===== config.mk =====
export PLATFORM = sky130hd
export DESIGN_NAME = rom_image_loader
export DESIGN_NICKNAME = d
export VERILOG_FILES = /design/src/rtl/rom_image_loader.sv
export SDC_FILE = /design/constraint.sdc
export NUM_CORES = 1
export LEC_CHECK = 0
export BUFFER_PORTS_ARGS = -buffer_cell sky130_fd_sc_hd__buf_2
export CORE_UTILIZATION = 50
export DETAILED_ROUTE_END_ITERATION = 8
export PLACE_DENSITY = 0.85
export REMOVE_ABC_BUFFERS = 1
export SLEW_MARGIN = 20
export SYNTH_ARGS = -nofsm -noshare
export SYNTH_HDL_FRONTEND = slang
export SYNTH_SLANG_ARGS = --single-unit

===== constraint.sdc =====
create_clock -name clk -period 1.9 [get_ports clk]
set_input_delay 0.19 -clock clk [delete_from_list [all_inputs] [get_ports clk]]
set_output_delay 0.19 -clock clk [all_outputs]
set_load 0.005 [all_outputs]

===== src/rtl/rom_image_loader.sv =====
// rtl/rom_image_loader.sv - streams a byte image into a sync-read memory, then sweeps it back and compares sums.
module rom_image_loader #(
    parameter int ADDR_WIDTH = 7,
    parameter int DATA_WIDTH = 8,
    parameter int DEPTH      = 128
) (
    input  logic                  clk,
    input  logic                  rst_n,
    input  logic                  start,
    input  logic                  in_valid,
    input  logic [DATA_WIDTH-1:0] in_data,
    output logic                  in_ready,
    output logic                  mem_we,
    output logic [ADDR_WIDTH-1:0] mem_addr,
    output logic [DATA_WIDTH-1:0] mem_wdata,
    input  logic [DATA_WIDTH-1:0] mem_rdata,
    output logic                  busy,
    output logic                  done,
    output logic                  error,
    output logic [DATA_WIDTH-1:0] checksum
);

    typedef enum logic [2:0] {S_IDLE, S_LOAD, S_VERIFY, S_DRAIN, S_DONE} state_t;

    localparam logic [ADDR_WIDTH-1:0] LAST = ADDR_WIDTH'(DEPTH - 1);

    state_t                state_q, state_d;
    logic [ADDR_WIDTH-1:0] cnt_q, cnt_d;
    logic [DATA_WIDTH-1:0] lsum_q, lsum_d;
    logic [DATA_WIDTH-1:0] rsum_q, rsum_d;
    logic [1:0]            rv_q, rv_d;
    logic                  mem_we_q, mem_we_d;
    logic [ADDR_WIDTH-1:0] mem_addr_q, mem_addr_d;
    logic [DATA_WIDTH-1:0] mem_wdata_q, mem_wdata_d;
    logic                  busy_q, busy_d;
    logic                  done_q, done_d;
    logic                  error_q, error_d;

    always_comb begin
        state_d     = state_q;
        cnt_d       = cnt_q;
        lsum_d      = lsum_q;
        rsum_d      = rsum_q;
        mem_we_d    = 1'b0;
        mem_addr_d  = mem_addr_q;
        mem_wdata_d = mem_wdata_q;
        busy_d      = busy_q;
        done_d      = done_q;
        error_d     = error_q;
        // rv_q[1] marks mem_rdata holding the word for an address driven two edges ago
        rv_d        = {rv_q[0], 1'b0};
        if (rv_q[1]) begin
            rsum_d = rsum_q + mem_rdata;
        end

        case (state_q)
            S_IDLE, S_DONE: begin
                if (start) begin
                    state_d = S_LOAD;
                    cnt_d   = '0;
                    lsum_d  = '0;
                    rsum_d  = '0;
                    rv_d    = '0;
                    busy_d  = 1'b1;
                    done_d  = 1'b0;
                    error_d = 1'b0;
                end
            end
            S_LOAD: begin
                if (in_valid) begin
                    mem_we_d    = 1'b1;
                    mem_addr_d  = cnt_q;
                    mem_wdata_d = in_data;
                    lsum_d      = lsum_q + in_data;
                    cnt_d       = cnt_q + ADDR_WIDTH'(1);
                    if (cnt_q == LAST) begin
                        state_d = S_VERIFY;
                        cnt_d   = '0;
                    end
                end
            end
            S_VERIFY: begin
                mem_addr_d = cnt_q;
                cnt_d      = cnt_q + ADDR_WIDTH'(1);
                rv_d[0]    = 1'b1;
                if (cnt_q == LAST) begin
                    state_d = S_DRAIN;
                end
            end
            S_DRAIN: begin
                if (rv_q == 2'b00) begin
                    state_d = S_DONE;
                    busy_d  = 1'b0;
                    done_d  = 1'b1;
                    error_d = (rsum_q != lsum_q);
                end
            end
            default: state_d = S_IDLE;
        endcase
    end

    always_ff @(posedge clk or negedge rst_n) begin
        if (!rst_n) begin
            state_q     <= S_IDLE;
            cnt_q       <= '0;
            lsum_q      <= '0;
            rsum_q      <= '0;
            rv_q        <= '0;
            mem_we_q    <= 1'b0;
            mem_addr_q  <= '0;
            mem_wdata_q <= '0;
            busy_q      <= 1'b0;
            done_q      <= 1'b0;
            error_q     <= 1'b0;
        end else begin
            state_q     <= state_d;
            cnt_q       <= cnt_d;
            lsum_q      <= lsum_d;
            rsum_q      <= rsum_d;
            rv_q        <= rv_d;
            mem_we_q    <= mem_we_d;
            mem_addr_q  <= mem_addr_d;
            mem_wdata_q <= mem_wdata_d;
            busy_q      <= busy_d;
            done_q      <= done_d;
            error_q     <= error_d;
        end
    end

    assign in_ready  = (state_q == S_LOAD);
    assign mem_we    = mem_we_q;
    assign mem_addr  = mem_addr_q;
    assign mem_wdata = mem_wdata_q;
    assign busy      = busy_q;
    assign done      = done_q;
    assign error     = error_q;
    assign checksum  = lsum_q;

endmodule


# --- After elaboration in Yosys (flattened, before gate mapping) ---
# Index checks and enable logic that the tools add are counted.
op_classes:
  n_mux: 31
  add_sub_neg: 3
  n_reduce_logical: 13
  eq_ne: 11
op_table:
  columns: ["cell", "count"]
  rows:
  - ["8-bit two-way mux", 5]
  - ["7-bit two-way mux", 4]
  - ["7-bit case mux with 3 select lines", 1]
  - ["8-bit adder", 2]
  - ["8-bit case mux with 2 select lines", 1]
  - ["3-bit two-way mux", 5]
  - ["7-bit case mux with 2 select lines", 1]
  - ["3-bit case mux with 4 select lines", 1]
  - ["3-bit AND reduction", 3]
  - ["1-bit two-way mux", 8]
  - ["2-bit inequality test (second input constant)", 4]
  - ["8-bit inequality test", 1]
  - ["1-bit case mux with 2 select lines", 4]
  - ["7-bit by 1-bit adder with 7-bit output (second input constant)", 1]
  - ["7-bit equality test (second input constant)", 1]
  - ["3-bit by 2-bit equality test with 1-bit output (second input constant)", 2]
  - ["2-bit nonzero test", 3]
  - ["5-bit AND reduction", 1]
  - ["2-bit AND reduction", 2]
  - ["3-bit by 1-bit equality test with 1-bit output (second input constant)", 1]
  - ["3-bit equality test (second input constant)", 1]
  - ["3-bit zero test", 1]
  - ["3-bit nonzero test", 1]
  - ["2-bit zero test", 1]
  - ["3 further kinds", 3]
totals:
  output_inout_bits: 28
  register_bits: 47

# --- Longest topological paths before layout ---
# Gate-level depths: netlist of the first run.
logic_depth:
  word_depth: 4
  mapped_depth: 7
  depth_no_buf: 7

# --- Worst setup path before layout of the first run ---
# OpenSTA, ideal clock, no wires.
synth_timing:
  path_type: "register to register"
  from: "register rsum_q[0]"
  to: "register rsum_q[6]"
  period_less_slack_ns: 1.997
  setup_time_ns: 0.126
  arrival_ns: 1.870
  path_stages_with_launch: 8
  required_ns: 1.774
  path_slack_ns: -0.097
  path_cell_list: "dfrtp_1 -> ha_1 -> fa_1 -> a21o_1 -> a211oi_1 -> nor2_1 -> mux2i_1 -> a311o_1"
synth_via:
  elab_chain_cells: 4
synth_rtl:
  columns: ["element", "line", "source"]
  rows:
  - ["from (decl)", "30", "logic [DATA_WIDTH-1:0] rsum_q, rsum_d;"]
  - ["from (signal assigned)", "119", "rsum_q <= rsum_d;"]
  - ["8-bit adder *", "53", "rsum_d = rsum_q + mem_rdata;"]
  - ["8-bit two-way mux *", "52", "if (rv_q[1]) begin"]
  - ["8-bit two-way mux", "58", "if (start) begin"]
  - ["8-bit two-way mux *", "56", "case (state_q)"]
  - ["net rsum_d[6]", "30", null]
# Mark *: on every way through the listed nets, which the timed path passes. The rest lies on a longest branch.
# A chain may end at the register's enable or synchronous reset.

# --- Worst setup path after layout of the first run ---
# Ends and elaborated chain as after synthesis.

==> results.py, run 1 <==
metrics = {
    "global_route": {
        "antenna_found_initial": 0,
        "grt_overflow": 0,
        "grt_pass1_vias": 2121,
        "grt_util_all_layers_pct": 23.8,
        "grt_max_degree": 34,
        "grt_pass1_wl_mm": 9.89,
    },
    "finish": {
        "drive_gt1_share_pct": 38.4,
        "syn2layout_area_growth_pct": 27.5,
        "design_area_um2": 3360,
        "multi_input_area_um2": 1530,
        "antenna_cells": 0,
        "final_util_pct": 65.8,
        "seq_area_um2": 1180,
        "nFillCells": 406,
        "nNetsFinal": 351,
    },
    "timing": {
        "max-slew-margin-rel_pct": 51.3,
        "fmax_mhz": 513,
        "setup_tns_ns": -0.0491,
        "setup_ws_ns": -0.0491,
        "min_period_over_period_pct": 103,
        "whs_ns": 0.0966,
        "tightest_slew_ns": 0.731,
        "slew_violations": 0,
        "setup_viol": 1,
        "finalCriticalPeriod_ns": 1.95,
        "finalHoldViolCount": 0,
        "clock_skew_ns": 0.00492,
        "rsz0062_at_grt": "yes",
    },
    "setup_path": {
        "reg2regPathDepth": 7,
        "cp_slowest_stage_delay_ns": 0.42,
        "cp.arrival_ns": 2.15,
        "r2r_slack_ns": -0.05,
        "start_kind": "register",
        "path_buf_inv": 0,
        "timing.rr.end": "rsum_q[6]",
        "critical_path.slowest_cell": "dfrtp_1",
        "path_cells": "ha_4, fa_2, a21o_1, a211oi_2, nor2_1, mux2i_1, a311o_1",
        "worst-setup-path-type": "reg2reg",
        "rr_startpoint": "rsum_q[0]",
        "cp_max_fo": 3,
        "end_kind": "register",
        "crit_path_start": "rsum_q[0]",
        "cp.required_ns": 2.10,
        "cp_top_family": "compound AO/OA/AOI/OAI gates",
    },
    "floorplanning": {
        "ios": 48,
        "dieArea_um2": 5570,
        "coreArea_um2": 5110,
        "die_y_um": 74.6,
        "die_x_um": 74.6,
        "num_rows": 26,
        "start_util_pct": 51.6,
    },
    "synthesis": {
        "synth_flop_cell": "dfrtp_1",
        "synth_seq_cells": 47,
        "synth_cell_types": 48,
        "synth_area_leaders": "dfrtp_1, ha_1, mux2_2, xnor2_1, mux2i_1",
        "yosysTopAreaCellShare_pct": 44.6,
        "synth_largest_area_cell": "dfrtp_1",
        "async_flop_share_pct": 100,
        "yosys_warnings": 0,
        "syn_area_per_cell_um2": 10.9,
        "synth_cells": 241,
        "synth_area_um2": 2640,
        "synth_edf_count": 0,
        "ys_seq_area_share_pct": 44.6,
    },
    "placement": {
        "place_hpwl_mm": 4.30,
        "dpl_cell_area_um2": 3100,
        "io_buffers": 47,
        "gp_congestion": 0.837,
    },
    "power": {
        "p_seq_share_pct": 41.1,
        "p_clk_share_pct": 22.3,
        "ir_drop_mv": 0.639,
        "leakage_uw": 0.00160,
        "p_int_uw": 2290,
        "p_switching_uw": 1130,
        "swShare_pct": 33.0,
        "cellPowerDensity_nw_per_um2": 1020,
        "p_comb_share_pct": 36.7,
    },
    "min_path": {
        "worstHoldPathCells": 2,
        "hp-start": "start",
        "min_delay_worst_endpoint": "state_q[2]",
        "hold_path.class": "in2reg",
    },
    "detailed_routing": {
        "drc": 0,
        "wl_per_cell_um": 15.4,
        "routed_wl_mm": 5.94,
        "viasPerCell": 5.54,
        "drt_iter0_drc": 88,
        "drtAntennaViolNets": 0,
        "via_count": 2134,
        "drtPass1Iterations": 4,
    },
    "cts": {
        "clk_pin_slew_ns": 0.09,
        "cts_buffers": 5,
        "clk-insertion-delay-late_ns": 0.31,
        "htreeDepth": 2,
        "ctsLongestPathBuffers": 2,
        "cts_tree": "done",
        "root_buffer": "clkbuf_8",
        "clock_sinks": 47,
    },
    "run_status": {
        "violations": "setup timing",
        "status": "finished, violations left",
    },
    "flow_run": {
        "maxCapViolations": 0,
    },
}
==> kinds of logic (layout without fill, tap and decap cells) <==
| kind of cell | Yosys count | in the layout | share of synthesized area, % |
|---|---|---|---|
| adders and majority gates | 17 | 17 | 8.63 |
| and+or+nand+nor | 61 | 61 | 12.7 |
| DFF | 47 | 47 | 44.6 |
| buffers and inverters | 13 | 87 | 2.32 |
| AOI/OAI and AO/OA | 59 | 59 | 15.3 |
| xor gates and xnor gates | 20 | 20 | 6.64 |
| muxes | 24 | 24 | 9.87 |
==> worst register-to-register path, cell delays in order, from the launching register on <==
cell and delay (ns):
dfrtp_1 0.42, ha_4 0.19, fa_2 0.34, a21o_1 0.20, a211oi_2 0.23, nor2_1 0.09, mux2i_1 0.12, a311o_1 0.26
==> per-layer routing <==
layer | part of all wire, % | vias to the layer above | GRT usage [%]
met5 | 0 | - | 0
met4 | 1.6 | 0 | 7.55
met3 | 2.8 | 9 | 3.48
met2 | 50 | 48 | 40.8
met1 | 46 | 1037 | 31.2
li1 | - | 1040 | -
==> cells in the mapped netlist (3+ instances only) <==
cell type and count:
dfrtp_1 47, mux2_2 16, nor2_1 16, ha_1 15
a21oi_1 13, xnor2_1 13, nand2_1 12, o21ai_0 12
mux2i_1 8, xor2_1 7, inv_1 6, a21o_1 5
a22o_1 5, a211oi_1 4, buf_2 4, nand2b_1 4
nand3_1 4, nand4_1 4, or3_1 4, o211ai_1 3
==> power groups by stage <==
stage          clock, uW  combinational, uW  sequential (uW)
6_report             762               1250             1410
2_1_floorplan          0                676             1410
5_1_grt              808               1400             1440
3_3_place_gp           0               1110             1390
3_5_place_dp           0               1150             1410
4_1_cts              775               1180             1390
==> repair_timing <==
| item | CTS | global route |
|---|---|---|
| endpoints found under the hold margin | 31 | 0 |
| gates resized for setup | 10 | 9 |
| hold buffers | 1 | 0 |
| endpoints found under the setup margin | 2 | 8 |
| pin swaps | 7 | 6 |
| buffers inserted | 1 | 0 |
==> placed cells by master, fill, tap and decap left out, types with 7 or more instances in the layout <==
| cell type | Yosys | layout |
|---|---|---|
| o21ai_0 | 12 | 11 |
| xor2_1 | 7 | 7 |
| ha_1 | 15 | 8 |
| nor2_1 | 16 | 16 |
| dfrtp_1 | 47 | 46 |
| buf_2 | 4 | 47 |
| mux2i_1 | 8 | 8 |
| buf_4 | 0 | 25 |
| ha_4 | 0 | 7 |
| xnor2_1 | 13 | 13 |
| a21oi_1 | 13 | 11 |
| mux2_2 | 16 | 16 |
| nand2_1 | 12 | 12 |
==> layout make-up <==
type / instances / share of cell area, %
Inverter: 6 / 0.670
Clock inverter: 3 / 1.41
Multi-Input combinational cell: 181 / 45.4
Timing Repair Buffer: 73 / 12.9
Tap cell: 70 / 2.61
Sequential cell: 47 / 35.0
Clock buffer: 5 / 2.05
==> state kept, by name, summed over array words and instances (netlist names) <==
| name | cells |
|---|---|
| checksum | 8 |
| mem_wdata | 8 |
| rsum_q | 8 |
| cnt_q | 7 |
| mem_addr | 7 |
| state_q | 3 |
| rv_q | 2 |
| busy | 1 |
| done | 1 |
| error | 1 |
| mem_we | 1 |
==> metrics by stage <==
| stage | std cells | worst slack (ns) | power (uW) |
|---|---|---|---|
| 3_5_place_dp | 375 | -0.165 | 2560 |
| 5_1_grt | 385 | -0.100 | 3650 |
| 2_1_floorplan | 234 | -0.250 | 2080 |
| 6_report | 385 | -0.0491 | 3420 |
| 3_3_place_gp | 375 | -0.110 | 2500 |
| 4_1_cts | 385 | -0.00671 | 3350 |
==> worst max-delay path by stage <==
| stage | endpoint | slack (ns) | cells past startpoint |
|---|---|---|---|
| after floorplan | mem_addr[0] | -0.25 | 4 |
| after global placement | rsum_q[6] | -0.11 | 7 |
| after detailed placement | rsum_q[7] | -0.17 | 6 |
| after CTS | rsum_q[6] | -0.007 | 7 |
| after global routing | rsum_q[6] | -0.10 | 7 |
| final | rsum_q[6] | -0.05 | 7 |
No activity file was read; power rests on OpenSTA's default activity.
==> inputs of run 2 (changes only) <==
==> constraint.sdc (replaced) <==
create_clock -name clk -period 1.9 [get_ports clk]
set_input_delay 0.095 -clock clk [delete_from_list [all_inputs] [get_ports clk]]
set_output_delay 0.095 -clock clk [all_outputs]
set_load 0.005 [all_outputs]
==> run 2 against run 1 <==
  * The flow still finishes with violations (setup timing)
  * Hold slack got worse by 0.052 ns
  * Final cell count increased by 2.3%
  * Die area did not move
  * Non-clock buffer count up 9
  * Global-route usage decreased by 0.63 points
  * Combinational power up 6%
  * Sequential share of layout area down 0.39 points
  * Critical path type unchanged
  * Critical endpoint unchanged
  * Largest power group unchanged
  * Highest routed layer unchanged
==> results.py, run 2 (same netlist as run 1, synthesis figures left out) <==
metrics = {
    "setup_path": {
        "cp_slowest_stage_delay_ns": 0.42,
        "critical_path.slowest_cell": "dfrtp_1",
        "worst-setup-path-type": "reg2reg",
        "path_buf_inv": 0,
        "cp_top_family": "compound AO/OA/AOI/OAI gates",
        "cp.required_ns": 2.09,
        "reg2regPathDepth": 7,
        "end_kind": "register",
        "cp.depth": 7,
        "start_kind": "register",
        "cp_max_fo": 3,
        "path_cells": "ha_4, fa_2, a21o_1, a211oi_2, nor2_1, mux2i_1, a311o_1",
        "cp.arrival_ns": 2.13,
        "r2r_slack_ns": -0.03,
    },
    "timing": {
        "setup_viol": 2,
        "setup_ws_ns": -0.0341,
        "setup_tns_ns": -0.0406,
        "clock_skew_ns": 0.00916,
        "finalCriticalPeriod_ns": 1.93,
        "max-slew-margin-rel_pct": 62.8,
        "finalHoldViolCount": 0,
        "tightest_slew_ns": 0.558,
        "slew_violations": 0,
        "min_period_over_period_pct": 102,
        "rsz0062_at_grt": "yes",
        "fmax_mhz": 517,
    },
    "finish": {
        "antenna_cells": 0,
        "nNetsFinal": 360,
        "final_cell_mix": "dfrtp_1, buf_2, buf_4, nor2_1, mux2_2",
        "fin_cells": 394,
        "drive_gt1_share_pct": 39.2,
        "syn2layout_area_growth_pct": 28.7,
    },
    "power": {
        "p_int_uw": 2200,
        "p_seq_share_pct": 41.1,
        "ir_drop_mv": 0.871,
        "cellPowerDensity_nw_per_um2": 988,
        "p_switching_uw": 1150,
        "p_comb_share_pct": 39.6,
        "swShare_pct": 34.4,
        "leakage_uw": 0.00164,
        "p_clk_share_pct": 19.3,
    },
    "placement": {
        "gp_congestion": 0.861,
        "place_hpwl_mm": 4.38,
        "io_buffers": 47,
        "dp.cells": 374,
    },
    "detailed_routing": {
        "drt_iter0_drc": 144,
        "via_count": 2204,
        "drtAntennaViolNets": 0,
        "routed_wl_mm": 6.12,
        "viasPerCell": 5.59,
        "wl_per_cell_um": 15.5,
        "drtPass1Iterations": 4,
        "drc": 0,
    },
    "cts": {
        "root_buffer": "clkbuf_8",
        "ctsLongestPathBuffers": 2,
        "htreeDepth": 2,
        "clk_pin_slew_ns": 0.09,
        "cts_tree": "done",
        "cts_buffers": 5,
        "clk-insertion-delay-late_ns": 0.31,
        "clock_sinks": 47,
    },
    "floorplanning": {
        "start_util_pct": 51.6,
        "die_y_um": 74.6,
        "die_x_um": 74.6,
        "dieArea_um2": 5570,
        "coreArea_um2": 5110,
        "ios": 48,
        "num_rows": 26,
    },
    "run_status": {
        "status": "finished, violations left",
        "violations": "setup timing",
    },
    "global_route": {
        "grt_pass1_vias": 2101,
        "grt_util_all_layers_pct": 23.2,
        "antenna_found_initial": 0,
        "grt_pass1_wl_mm": 9.65,
        "grt_max_degree": 26,
        "grt_overflow": 0,
    },
    "min_path": {
        "hold_path.class": "in2reg",
        "worstHoldPathCells": 2,
    },
    "flow_run": {
        "maxCapViolations": 0,
    },
}
-- run 2: final timing paths --
kind / from / to
min in group asynchronous: rst_n / done
worst max register to register: rsum_q[0] / rsum_q[6]
worst min register to register: rv_q[0] / rv_q[1]
worst max-delay path: rsum_q[0] / rsum_q[6]
max in group asynchronous: rst_n / mem_wdata[5]
worst min-delay path: in_data[6] / mem_wdata[6]
-- run 2: layout make-up --
cell class,instances,area [um^2]
fill,399,1710
multi-input combinational,181,1500
sequential,47,1180
timing repair buffer,82,515
tap,70,87.6
clock buffer,5,68.8
clock inverter,3,27.5
inverter,6,22.5
-- run 2: stage by stage --
| stage | worst slack [ns] | hold slack (ns) | total power [uW] | util (%) | cell area, um^2 |
|---|---|---|---|---|---|
| 2_1_floorplan | -0.250 | -0.201 | 2080 | - | 2600 |
| 3_5_place_dp | -0.183 | 0.118 | 2560 | 60.8 | 3110 |
| 4_1_cts | -0.0360 | 0.0375 | 3280 | 65.6 | 3350 |
| 3_3_place_gp | -0.0986 | 0.121 | 2510 | 60.8 | 3110 |
| 6_report | -0.0341 | 0.0447 | 3350 | 66.5 | 3400 |
| 5_1_grt | -0.132 | 0.0359 | 3580 | 66.5 | 3400 |
-- run 2: what timing repair did --
item	CTS	global route
endpoints found under the setup margin	4	4
pin swaps	13	13
cloned	0	0
buffers inserted	6	4
resized for setup	12	4
hold buffers	2	0
hold endpoints to repair	23	0
-- run 2: worst reg2reg max path: stages (launching register included) --
cell and delay [ns]:
dfrtp_1 0.42, ha_4 0.19, fa_2 0.35, a21o_1 0.19, a211oi_2 0.18, nor2_1 0.08, mux2i_1 0.13, a311o_1 0.28
-- run 2: power groups by stage --
stage	logic (uW)	clock network, uW	registers (uW)
floorplan	676	0	1410
detailed placement	1160	0	1400
CTS	1240	667	1380
global route	1480	701	1400
finish	1330	646	1380
global placement	1110	0	1390
-- run 2: per-layer routing --
metal / vias up / GRT usage (%) / share of wire (%) / routed length (um)
li1: 1047 / - / - / -
met1: 1078 / 30.5 / 43 / 2620
met2: 70 / 39.0 / 52 / 3150
met3: 9 / 2.95 / 4.1 / 251
met4: 0 / 9.43 / 1.5 / 93
met5: - / 0 / 0 / 0
